`src/rtl/joy_scan_ctrl.sv`:
```
// joy_scan_ctrl: sequencer for a parallel-in/serial-out joystick shift chain.
// Drives the active-low load and the shift clock, samples the serial data,
// assembles each scan into a parallel frame and publishes it with a one-cycle
// strobe.
// Optional feature macro: JOY_SCAN_DEBOUNCE_EN -- when defined, a frame is
// published only if two consecutive completed scans are identical.
module joy_scan_ctrl #(
   parameter int CLK_DIV  = 16,   // clk cycles per half shift-clock period (>= 2)
   parameter int NBITS    = 24,   // bits per scan frame (1..32)
   parameter int IDLE_GAP = 2     // idle bit-slots between frames (>= 0)
) (
   input  logic             clk,
   input  logic             reset,
   input  logic             enable,
   input  logic             joy_data,
   output logic             joy_clk,
   output logic             joy_load,
   output logic [NBITS-1:0] frame,
   output logic             frame_valid,
   output logic             busy
);

   // Divider spans one bit slot: 0..2*CLK_DIV-1.
   localparam int DW = $clog2(2 * CLK_DIV);
   // Gap slot counter only needs to reach IDLE_GAP-1.
   localparam int GW = (IDLE_GAP > 1) ? $clog2(IDLE_GAP) : 1;

   localparam logic [DW-1:0] DIV_LAST       = DW'(2 * CLK_DIV - 1);
   localparam logic [DW-1:0] DIV_LOW_LAST   = DW'(CLK_DIV - 1);
   localparam logic [DW-1:0] DIV_HIGH_FIRST = DW'(CLK_DIV);
   localparam logic [5:0]    BIT_LAST       = 6'(NBITS - 1);
   localparam logic [GW-1:0] GAP_LAST       = GW'((IDLE_GAP > 0) ? IDLE_GAP - 1 : 0);

   typedef enum logic [2:0] {
      ST_IDLE  = 3'd0,
      ST_LOAD  = 3'd1,
      ST_SHIFT = 3'd2,
      ST_DONE  = 3'd3,
      ST_GAP   = 3'd4
   } state_t;

   state_t            state_reg, state_next;
   logic [DW-1:0]     div_reg, div_next;
   logic [5:0]        bit_cnt_reg, bit_cnt_next;
   logic [GW-1:0]     gap_cnt_reg, gap_cnt_next;
   logic [NBITS-1:0]  shift_reg, shift_next;
   logic [NBITS-1:0]  frame_reg;
   logic              frame_valid_reg;
   logic              joy_clk_reg, joy_clk_next;
   logic              joy_load_reg, joy_load_next;
   logic              busy_reg, busy_next;
   logic              slot_end;
   logic              sample;
   logic              scan_match;
   logic              publish;

   assign slot_end = (div_reg == DIV_LAST);
   // Data is captured on the last low-phase cycle, just before joy_clk rises.
   assign sample   = (state_reg == ST_SHIFT) && (div_reg == DIV_LOW_LAST);

   // Next-state, counter and output decode; outputs are computed from the
   // upcoming state so that every port comes straight from a flop.
   always_comb begin
      state_next    = state_reg;
      div_next      = div_reg;
      bit_cnt_next  = bit_cnt_reg;
      gap_cnt_next  = gap_cnt_reg;
      joy_load_next = 1'b1;
      joy_clk_next  = 1'b0;
      busy_next     = 1'b0;

      case (state_reg)
         ST_IDLE: begin
            if (enable) begin
               state_next = ST_LOAD;
            end
         end
         ST_LOAD: begin
            bit_cnt_next = 6'd0;
            if (slot_end) begin
               state_next = ST_SHIFT;
            end
         end
         ST_SHIFT: begin
            if (slot_end) begin
               bit_cnt_next = bit_cnt_reg + 6'd1;
               if (bit_cnt_reg == BIT_LAST) begin
                  state_next = ST_DONE;
               end
            end
         end
         ST_DONE: begin
            gap_cnt_next = '0;
            if (IDLE_GAP == 0) begin
               state_next = enable ? ST_LOAD : ST_IDLE;
            end else begin
               state_next = ST_GAP;
            end
         end
         ST_GAP: begin
            if (slot_end) begin
               gap_cnt_next = gap_cnt_reg + GW'(1);
               if (gap_cnt_reg == GAP_LAST) begin
                  state_next = enable ? ST_LOAD : ST_IDLE;
               end
            end
         end
         default: begin
            state_next = ST_IDLE;
         end
      endcase

      // Divider restarts on every state entry and wraps at each slot end.
      if ((state_next != state_reg) || (state_reg == ST_IDLE) || slot_end) begin
         div_next = '0;
      end else begin
         div_next = div_reg + DW'(1);
      end

      joy_load_next = (state_next != ST_LOAD);
      joy_clk_next  = (state_next == ST_SHIFT) && (div_next >= DIV_HIGH_FIRST);
      busy_next     = (state_next != ST_IDLE);
   end

   // State, counters and registered chain-control outputs.
   always_ff @(posedge clk) begin
      if (reset) begin
         state_reg    <= ST_IDLE;
         div_reg      <= '0;
         bit_cnt_reg  <= 6'd0;
         gap_cnt_reg  <= '0;
         joy_load_reg <= 1'b1;
         joy_clk_reg  <= 1'b0;
         busy_reg     <= 1'b0;
      end else begin
         state_reg    <= state_next;
         div_reg      <= div_next;
         bit_cnt_reg  <= bit_cnt_next;
         gap_cnt_reg  <= gap_cnt_next;
         joy_load_reg <= joy_load_next;
         joy_clk_reg  <= joy_clk_next;
         busy_reg     <= busy_next;
      end
   end

   // Each shift bit owns its slot: serial bit i lands in position NBITS-1-i,
   // so the first bit out of the chain ends up in the MSB.
   generate
      for (genvar gi = 0; gi < NBITS; gi++) begin : g_shift
         assign shift_next[gi] = (sample && (bit_cnt_reg == 6'(NBITS - 1 - gi)))
                                 ? joy_data : shift_reg[gi];
      end
   endgenerate

   // Scan assembly register; reset discards any partial scan.
   always_ff @(posedge clk) begin
      if (reset) begin
         shift_reg <= '1;
      end else begin
         shift_reg <= shift_next;
      end
   end

`ifdef JOY_SCAN_DEBOUNCE_EN
   logic [NBITS-1:0] raw_reg;

   assign scan_match = (shift_reg == raw_reg);

   // Previous completed scan, refreshed at the end of every scan.
   always_ff @(posedge clk) begin
      if (reset) begin
         raw_reg <= '1;
      end else if (state_reg == ST_DONE) begin
         raw_reg <= shift_reg;
      end
   end
`else
   assign scan_match = 1'b1;
`endif

   assign publish = (state_reg == ST_DONE) && scan_match;

   // Published frame holds between updates; strobe marks each update.
   always_ff @(posedge clk) begin
      if (reset) begin
         frame_reg       <= '1;
         frame_valid_reg <= 1'b0;
      end else begin
         frame_valid_reg <= publish;
         if (publish) begin
            frame_reg <= shift_reg;
         end
      end
   end

   assign joy_clk     = joy_clk_reg;
   assign joy_load    = joy_load_reg;
   assign frame       = frame_reg;
   assign frame_valid = frame_valid_reg;
   assign busy        = busy_reg;

endmodule
```
`config.mk`:
```
export PLATFORM = sky130hd
export DESIGN_NAME = joy_scan_ctrl
export DESIGN_NICKNAME = d
export VERILOG_FILES = /design/src/rtl/joy_scan_ctrl.sv
export SDC_FILE = /design/constraint.sdc
export NUM_CORES = 1
export LEC_CHECK = 0
export ABC_AREA = 1
export BUFFER_PORTS_ARGS = -buffer_cell sky130_fd_sc_hd__buf_2
export CORE_MARGIN = 2
export CORE_UTILIZATION = 50
export DETAILED_ROUTE_END_ITERATION = 7
export PLACE_DENSITY = 0.74
export SYNTH_ARGS = -nofsm -noshare
export SYNTH_HDL_FRONTEND = slang
export SYNTH_SLANG_ARGS = --single-unit
export TNS_END_PERCENT = 1
```
`constraint.sdc`:
```
create_clock -name clk -period 3.3 [get_ports clk]
set_input_delay 0.495 -clock clk [delete_from_list [all_inputs] [get_ports clk]]
set_output_delay 0.495 -clock clk [all_outputs]
set_load 0.005 [all_outputs]
```
Word-level counts from Yosys, hierarchy flattened
Index checks and enable logic that the tools add are counted.
{ "classes": {"muxes": 13, "reduce_logical": 35, "n_eq_ne": 34, "magnitude_cmp": 1, "addsub": 3} }
{ "ops": {"columns": ["cell", "n"], "rows": [
  ["6-bit by 4-bit equality test with 1-bit output, second input constant", 8],
  ["6-bit by 5-bit equality test with 1-bit output, second input constant", 8],
  ["1-bit logical AND", 26],
  ["6-bit by 3-bit equality test with 1-bit output, second input constant", 4],
  ["3-bit two-way mux", 6],
  ["3-bit one-hot mux with 5 select lines", 1],
  ["6-bit by 2-bit equality test with 1-bit output, second input constant", 2],
  ["6-bit one-hot mux with 2 select lines", 1],
  ["3-bit by 2-bit equality test with 1-bit output, second input constant", 3],
  ["6-bit by 1-bit adder with 6-bit output, second input constant", 1],
  ["6-bit by 1-bit equality test with 1-bit output, second input constant", 1],
  ["6-bit logical NOT", 1],
  ["6-bit two-way mux", 1],
  ["5-bit by 1-bit adder with 5-bit output, second input constant", 1],
  ["5-bit by 4-bit equality test with 1-bit output, second input constant", 1],
  ["5-bit equality test, second input constant", 1],
  ["5-bit >= comparator, second input constant", 1],
  ["5-bit two-way mux", 1],
  ["2-bit inequality test, second input constant", 2],
  ["2-bit AND reduction", 2],
  ["2-bit nonzero test", 2],
  ["3-bit by 1-bit equality test with 1-bit output, second input constant", 1],
  ["3-bit equality test, second input constant", 1],
  ["3-bit logical NOT", 1],
  ["other kinds (7)", 9]
]} }
{ "totals": {"out_inout_bits": 28, "register_bits": 67, "in_bits": 4, "elab_cells": 119} }

Logic depth before layout (Yosys ltp)
Gate-level depths: netlist of the first run.
{ "logic_depth": {"ltp_word": 10, "mapped_depth": 10, "ltp_nobuf": 10} }

Worst setup path after synthesis of the first run
Ideal clock, no wire load.
{ "synth_path": {"kind": "register -> register", "from": "register div_reg[0]", "to": "register shift_reg[13]", "stages_incl_launch_ff": 9, "arrival_ps": 1501, "setup_time_ps": 130, "path_buffers": 0, "required_ps": 3170, "synth_period_minus_slack_ps": 1631, "path_slack_ps": 1669, "cell_sequence": "dfxtp_1 -> ha_1 -> and3_1 -> ha_1 -> inv_1 -> nor2_8 -> nand3_4 -> o21ai_0 -> nand3_1"} }
{ "synth_between": {"elab_chain_len": 3} }
{ "synth_rtl": {"columns": ["element", "line_no", "rtl"], "rows": [
  ["start: declaration", "43", "logic [DW-1:0] div_reg, div_next;"],
  ["start signal: assignment", "137", "div_reg <= div_next;"],
  ["5-bit by 4-bit equality test with 1-bit output", "59", "assign sample = (state_reg == ST_SHIFT) && (div_reg == DIV_LOW_LAST);"],
  ["1-bit logical AND", "59", null],
  ["1-bit logical AND", "150", "assign shift_next[gi] = (sample && (bit_cnt_reg == 6'(NBITS - 1 - gi)))"],
  ["end signal: assignment", "160", "shift_reg <= shift_next;"],
  ["end: declaration", "46", "logic [NBITS-1:0] shift_reg, shift_next;"]
]} }
No other way between the ends.
A chain may end at the register's enable or synchronous reset.

Worst setup path after layout of the first run
{ "layout_path": {"from": "register state_reg[0]", "to": "register gap_cnt_reg"} }
{ "layout_between": {"elab_chain_len": 3, "elab_cells_between_ends": 6, "cone_classes": "eq/ne (3); mux (1); reduce/logical (2)"} }
{ "layout_rtl": {"columns": ["element", "line_no", "rtl"], "rows": [
  ["start: declaration", "42", "state_t state_reg, state_next;"],
  ["start signal: assignment", "136", "state_reg <= state_next;"],
  ["3-bit equality test or 3-bit by 2-bit equality test with 1-bit output (tied branches)", "72", "case (state_reg)"],
  ["2-bit inequality test (no source line) or 2-bit nonzero test (tied branches)", null, null],
  ["2-bit AND reduction (no source line)", null, null],
  ["end signal: assignment", "139", "gap_cnt_reg <= gap_cnt_next;"],
  ["end: declaration", "45", "logic [GW-1:0] gap_cnt_reg, gap_cnt_next;"]
]} }
Parallel ways exist; a longest one is shown, timed or not.

==> impl_metrics.env, run 1 <==
export IMPL_outcome="complete, no violations"
export IMPL_holdWs_ns=0.435
export IMPL_peakVddDrop_mv=0.245
export IMPL_die_h_um=80.0
export IMPL_async_flop_share_pct=0
export IMPL_drive_above_1_share_pct=15.0
export IMPL_cts_buffers=9
export IMPL_rsz0062_at_grt="no"
export IMPL_required_ns=3.57
export IMPL_remaining_drc_errors=0
export IMPL_hold_viol=0
export IMPL_wl_per_cell_um=12.0
export IMPL_dr_pass1_iters=4
export IMPL_cp_max_fo=27
export IMPL_min_period_ns=1.93
export IMPL_synth_seq_area_share_pct=46.4
export IMPL_cap_violations=0
export IMPL_avgSynthCellArea_sq_um=7.59
export IMPL_final_common_cell="nand2_1"
export IMPL_io_buffers=31
export IMPL_drv_slew=0
export IMPL_synth_area_sq_um=2890
export IMPL_cp_end_kind="register"
export IMPL_io_pins=32
export IMPL_drt_initial_drc_count=205
export IMPL_hold_buffers=0
export IMPL_vias=2497
export IMPL_path_delay_family="simple AND/OR/NAND/NOR gates"
export IMPL_drtAntennaViolNets=0
export IMPL_min_period_over_period_pct=58.6
export IMPL_initial_core_util_pct=52.2
export IMPL_synth_fp_nets=393
export IMPL_clk_pin_slew_ns=0.06
export IMPL_slowest_stage="nor2_4"
export IMPL_nets=421
export IMPL_h_tree_depth=3
export IMPL_fin_worst_skew_ns=0.00710
export IMPL_path_cells="nand2_1 > nor2_4 > inv_2 > nand2_1 > o21ai_0 > a21oi_1"
export IMPL_cp_start_kind="register"
export IMPL_insertion_delay_ns=0.34
export IMPL_place_gp_congestion=0.850
export IMPL_postCtsSetupBuffers=0
export IMPL_grt_total_usage_pct=20.4
export IMPL_avgViaCountPerCell=5.15
export IMPL_gr_total_overflow=0
export IMPL_grt_pass1_vias=2261
export IMPL_die_area_sq_um=6410
export IMPL_r2r_slack_ns=1.37
export IMPL_grt_pass1_wl_um=10100
export IMPL_powerDensity_nw_per_um2=451
export IMPL_cp_data_arrival_time_ns=2.21
export IMPL_rows=27
export IMPL_drt_total_wl_um=5840
export IMPL_antenna_cells=0
export IMPL_root_buffer="clkbuf_8"
export IMPL_worst_slew_pin_transition_ns=0.588
export IMPL_synth_edff_count=0
export IMPL_ys_ff_latch=67
export IMPL_post_cts_resized=0
export IMPL_antenna_found_initial=0
export IMPL_core_area_sq_um=5540
export IMPL_max_freq_mhz=517
export IMPL_yosys_warnings=0
export IMPL_clockBufferDepth=2
export IMPL_tns_ns=0
export IMPL_netlist_instances=381
export IMPL_cpPeakStageDelay_ns=0.48
export IMPL_place_hpwl_um=3940
export IMPL_critPathKind="register to register"
export IMPL_die_w_um=80.0
export IMPL_leakagePower_uw=0.00138
export IMPL_cpMostUsedCell="nand2_1"
export IMPL_yosys_most_used_dff="dfxtp_1"
export IMPL_critPathBufInv=1
export IMPL_finalSetupViolations=0
export IMPL_synthToLayoutAreaGrowth_pct=12.0
export IMPL_tritoncts="done"
export IMPL_layout_common_cells="105 x nand2_1, 67 x dfxtp_1, 57 x nand3_1"
export IMPL_hold_class="input port to register"
export IMPL_grt_max_degree=54
export IMPL_synth_distinct_cells=29
export IMPL_relSlewSlack_pct=60.7
export IMPL_clock_sinks=67
[Yosys cell counts, types with 6 or more instances]
master,instances,share of area (%)
a21oi_1,6,1.0
buf_2,9,1.6
clkbuf_1,6,0.78
dfxtp_1,67,46
ha_1,8,3.5
inv_1,22,2.9
nand2_1,105,14
nand3_1,57,9.9
nand4_1,10,2.2
nor2_1,34,4.4
o21ai_0,17,2.9
o21ai_1,9,1.6
[where the power goes]
group	total [uW]	switching, uW	internal [uW]
Clock	581	293	289
Sequential	821	6.29	815
Combinational	57.3	41.8	15.5
Total	1460	341	1120
[area by class of cell]
class | count | area (sq um)
flip-flops and latches | 67 | 1340
clock buffers | 13 | 149
inverters | 26 | 97.6
fillers | 516 | 2300
repair buffers | 32 | 163
clock inverters | 2 | 12.5
well taps | 72 | 90.1
multi-input cells | 273 | 1390
[per-layer routing]
layer / global-route usage, % / vias up / part of all wire [%]
li1: - / 1305 / -
met1: 25.2 / 1129 / 48
met2: 32.8 / 49 / 45
met3: 6.33 / 14 / 4.4
met4: 8.64 / 0 / 2.1
met5: 0 / - / 0
[worst paths after layout]
path | from | cells after the start | end
worst max-delay path | state_reg[0] | 6 | gap_cnt_reg
worst min-delay path | reset | 2 | state_reg[2]
worst min register to register | frame[8] | 2 | frame[8]
worst max register to register | state_reg[0] | 6 | gap_cnt_reg
[through the flow]
step	setup slack (ns)	util, %	total power [uW]	cell area [sq um]	instances
final	1.37	58.4	1460	3240	485
after global routing	1.11	58.4	1520	3240	485
after CTS	1.31	58.4	1470	3240	485
after detailed placement	1.36	55.5	896	3080	470
after global placement	1.46	55.5	896	3080	470
after floorplan	1.67	-	881	2890	381
[worst register-to-register path: cells and delay by family (launching register included)]
kind            cells  cell delay, ns
flops               1            0.46
buf+inv             1            0.39
simple gates        3            0.80
compound gates      2            0.23
[logic make-up (layout without fill, tap and decap cells)]
kind of cell	after synthesis	count (layout)	share of synthesized area, %
AOI/OAI and AO/OA	35	35	6.27
xor gates and xnor gates	2	2	0.606
adders and majority gates	8	8	3.46
buffers and inverters	41	73	5.71
DFF	67	67	46.4
and+or+nand+nor	228	228	37.6
(Power assumes the default switching activity.)
==> run 2: changes to the inputs <==
--- a/config.mk
+++ b/config.mk
@@ -10,7 +10,7 @@
 export CORE_MARGIN = 2
 export CORE_UTILIZATION = 50
 export DETAILED_ROUTE_END_ITERATION = 7
-export PLACE_DENSITY = 0.74
+export PLACE_DENSITY = 0.76
 export SYNTH_ARGS = -nofsm -noshare
 export SYNTH_HDL_FRONTEND = slang
 export SYNTH_SLANG_ARGS = --single-unit
==> constraint.sdc (replaced) <==
create_clock -name clk -period 1.6 [get_ports clk]
set_input_delay 0.24 -clock clk [delete_from_list [all_inputs] [get_ports clk]]
set_output_delay 0.24 -clock clk [all_outputs]
set_load 0.005 [all_outputs]
==> run 2 against run 1 <==
Against the previous run: the flow now finishes with violations (setup timing); flip-flop and latch count unchanged; worst setup slack got worse by 1.4 ns; combinational power increased to 2.5 times the previous value; largest power group unchanged; hold slack got worse by 0.27 ns; clock power increased by 150%; non-clock buffer count increased by 9.
==> impl_metrics.env, run 2 (synthesized netlist as in run 1, its figures left out) <==
export IMPL_placed_area_sq_um=3150
export IMPL_min_period_ns=1.63
export IMPL_nets=431
export IMPL_finalSetupViolations=9
export IMPL_multiInputGateArea_sq_um=1520
export IMPL_place_hpwl_um=3990
export IMPL_initial_core_util_pct=52.2
export IMPL_h_tree_depth=3
export IMPL_tns_ns=-0.117
export IMPL_grt_pass1_wl_um=10300
export IMPL_hold_class="input port to register"
export IMPL_antenna_found_initial=0
export IMPL_drt_total_wl_um=6310
export IMPL_cp_data_arrival_time_ns=1.86
export IMPL_grt_max_degree=54
export IMPL_cp_end_kind="register"
export IMPL_io_pins=32
export IMPL_n_fill_cell=509
export IMPL_clock_sinks=67
export IMPL_core_area_sq_um=5540
export IMPL_rows=27
export IMPL_clk_pin_slew_ns=0.07
export IMPL_rsz0062_at_grt="yes"
export IMPL_drv_slew=0
export IMPL_place_gp_congestion=0.861
export IMPL_die_w_um=80.0
export IMPL_dr_pass1_iters=4
export IMPL_grt_pass1_vias=2245
export IMPL_place_ws_ns=-0.0751
export IMPL_drive_above_1_share_pct=24.3
export IMPL_violations="setup timing"
export IMPL_tritoncts="done"
export IMPL_hold_buffers=0
export IMPL_fin_cells=496
export IMPL_drt_initial_drc_count=194
export IMPL_hold_viol=0
export IMPL_fin_worst_skew_ns=0.0122
export IMPL_powerDensity_nw_per_um2=932
export IMPL_timing_final_ws_setup_ns=-0.0268
export IMPL_required_ns=1.83
export IMPL_critPathKind="register to register"
export IMPL_drtAntennaViolNets=0
export IMPL_cp_start_kind="register"
export IMPL_holdWs_ns=0.169
export IMPL_vias=2583
export IMPL_io_buffers=31
export IMPL_die_area_sq_um=6410
export IMPL_insertion_delay_ns=0.35
export IMPL_relSlewSlack_pct=69.4
export IMPL_final_common_cell="nand2_1"
export IMPL_cap_violations=0
export IMPL_remaining_drc_errors=0
export IMPL_cts_buffers=9
export IMPL_cp_max_fo=8
export IMPL_outcome="complete, but fails checks"
export IMPL_root_buffer="clkbuf_8"
export IMPL_peakVddDrop_mv=0.541
export IMPL_placedCellCount=477
export IMPL_min_period_over_period_pct=102
export IMPL_die_h_um=80.0
export IMPL_gr_total_overflow=0
export IMPL_max_freq_mhz=615
export IMPL_clockBufferDepth=2
export IMPL_worst_slew_pin_transition_ns=0.459
export IMPL_design_area_sq_um=3500
export IMPL_wl_per_cell_um=12.7
export IMPL_leakagePower_uw=0.00146
export IMPL_synthToLayoutAreaGrowth_pct=21.1
export IMPL_antenna_cells=0
export IMPL_layout_common_cells="102 x nand2_1, 65 x dfxtp_1, 54 x nand3_1"
export IMPL_grt_total_usage_pct=21.0
export IMPL_avgViaCountPerCell=5.21
export IMPL_seq_area_sq_um=1340
run 2: routing by layer:
layer / vias up / share of wire [%] / track usage [%]
met2: 58 / 49 / 34.0
met4: 0 / 1.8 / 9.32
met3: 13 / 4.2 / 6.56
met1: 1183 / 45 / 25.6
met5: - / 0 / 0
li1: 1329 / - / -
run 2: critical path: stages, from the launching register on:
cell and delay (ns):
dfxtp_2 0.36, ha_4 0.13, and3_4 0.24, ha_4 0.16, inv_4 0.04, nor2_8 0.19, nand3_4 0.16, o21ai_2 0.15
nand3_1 0.08
run 2: repair_timing:
item / CTS / global route
setup endpoints to repair: 33 / 36
gates cloned: 1 / 0
buffers inserted: 0 / 2
pin swaps: 5 / 11
resized for setup: 22 / 22
run 2: path summary, 6_finish.rpt:
| kind | start | slack [ns] | to | depth (start not counted) |
|---|---|---|---|---|
| worst max-delay path | div_reg[0] | -0.03 | shift_reg[13] | 8 |
| worst max register to register | div_reg[0] | -0.03 | shift_reg[13] | 8 |
| worst min register to register | frame[6] | 0.45 | frame[6] | 2 |
| worst min-delay path | reset | 0.17 | state_reg[2] | 2 |
run 2: stage by stage:
stage | util [%] | power, uW
after floorplan | - | 1820
after global placement | 56.8 | 1860
after detailed placement | 56.8 | 1860
after CTS | 61.4 | 3270
after global routing | 63.2 | 3380
final | 63.2 | 3260
run 2: layout make-up:
class | instances | share of cell area [%]
repair buffers | 41 | 6.93
well taps | 72 | 2.57
inverters | 26 | 2.86
clock inverters | 6 | 1.82
multi-input cells | 274 | 43.5
flip-flops and latches | 67 | 38.4
clock buffers | 10 | 3.93
run 2: power breakdown:
group	internal [uW]	switching, uW	leakage, uW
clock network	761	664	0.0000987
logic	46.6	97.7	0.000816
registers	1680	13.9	0.000544
total	2490	776	0.00146
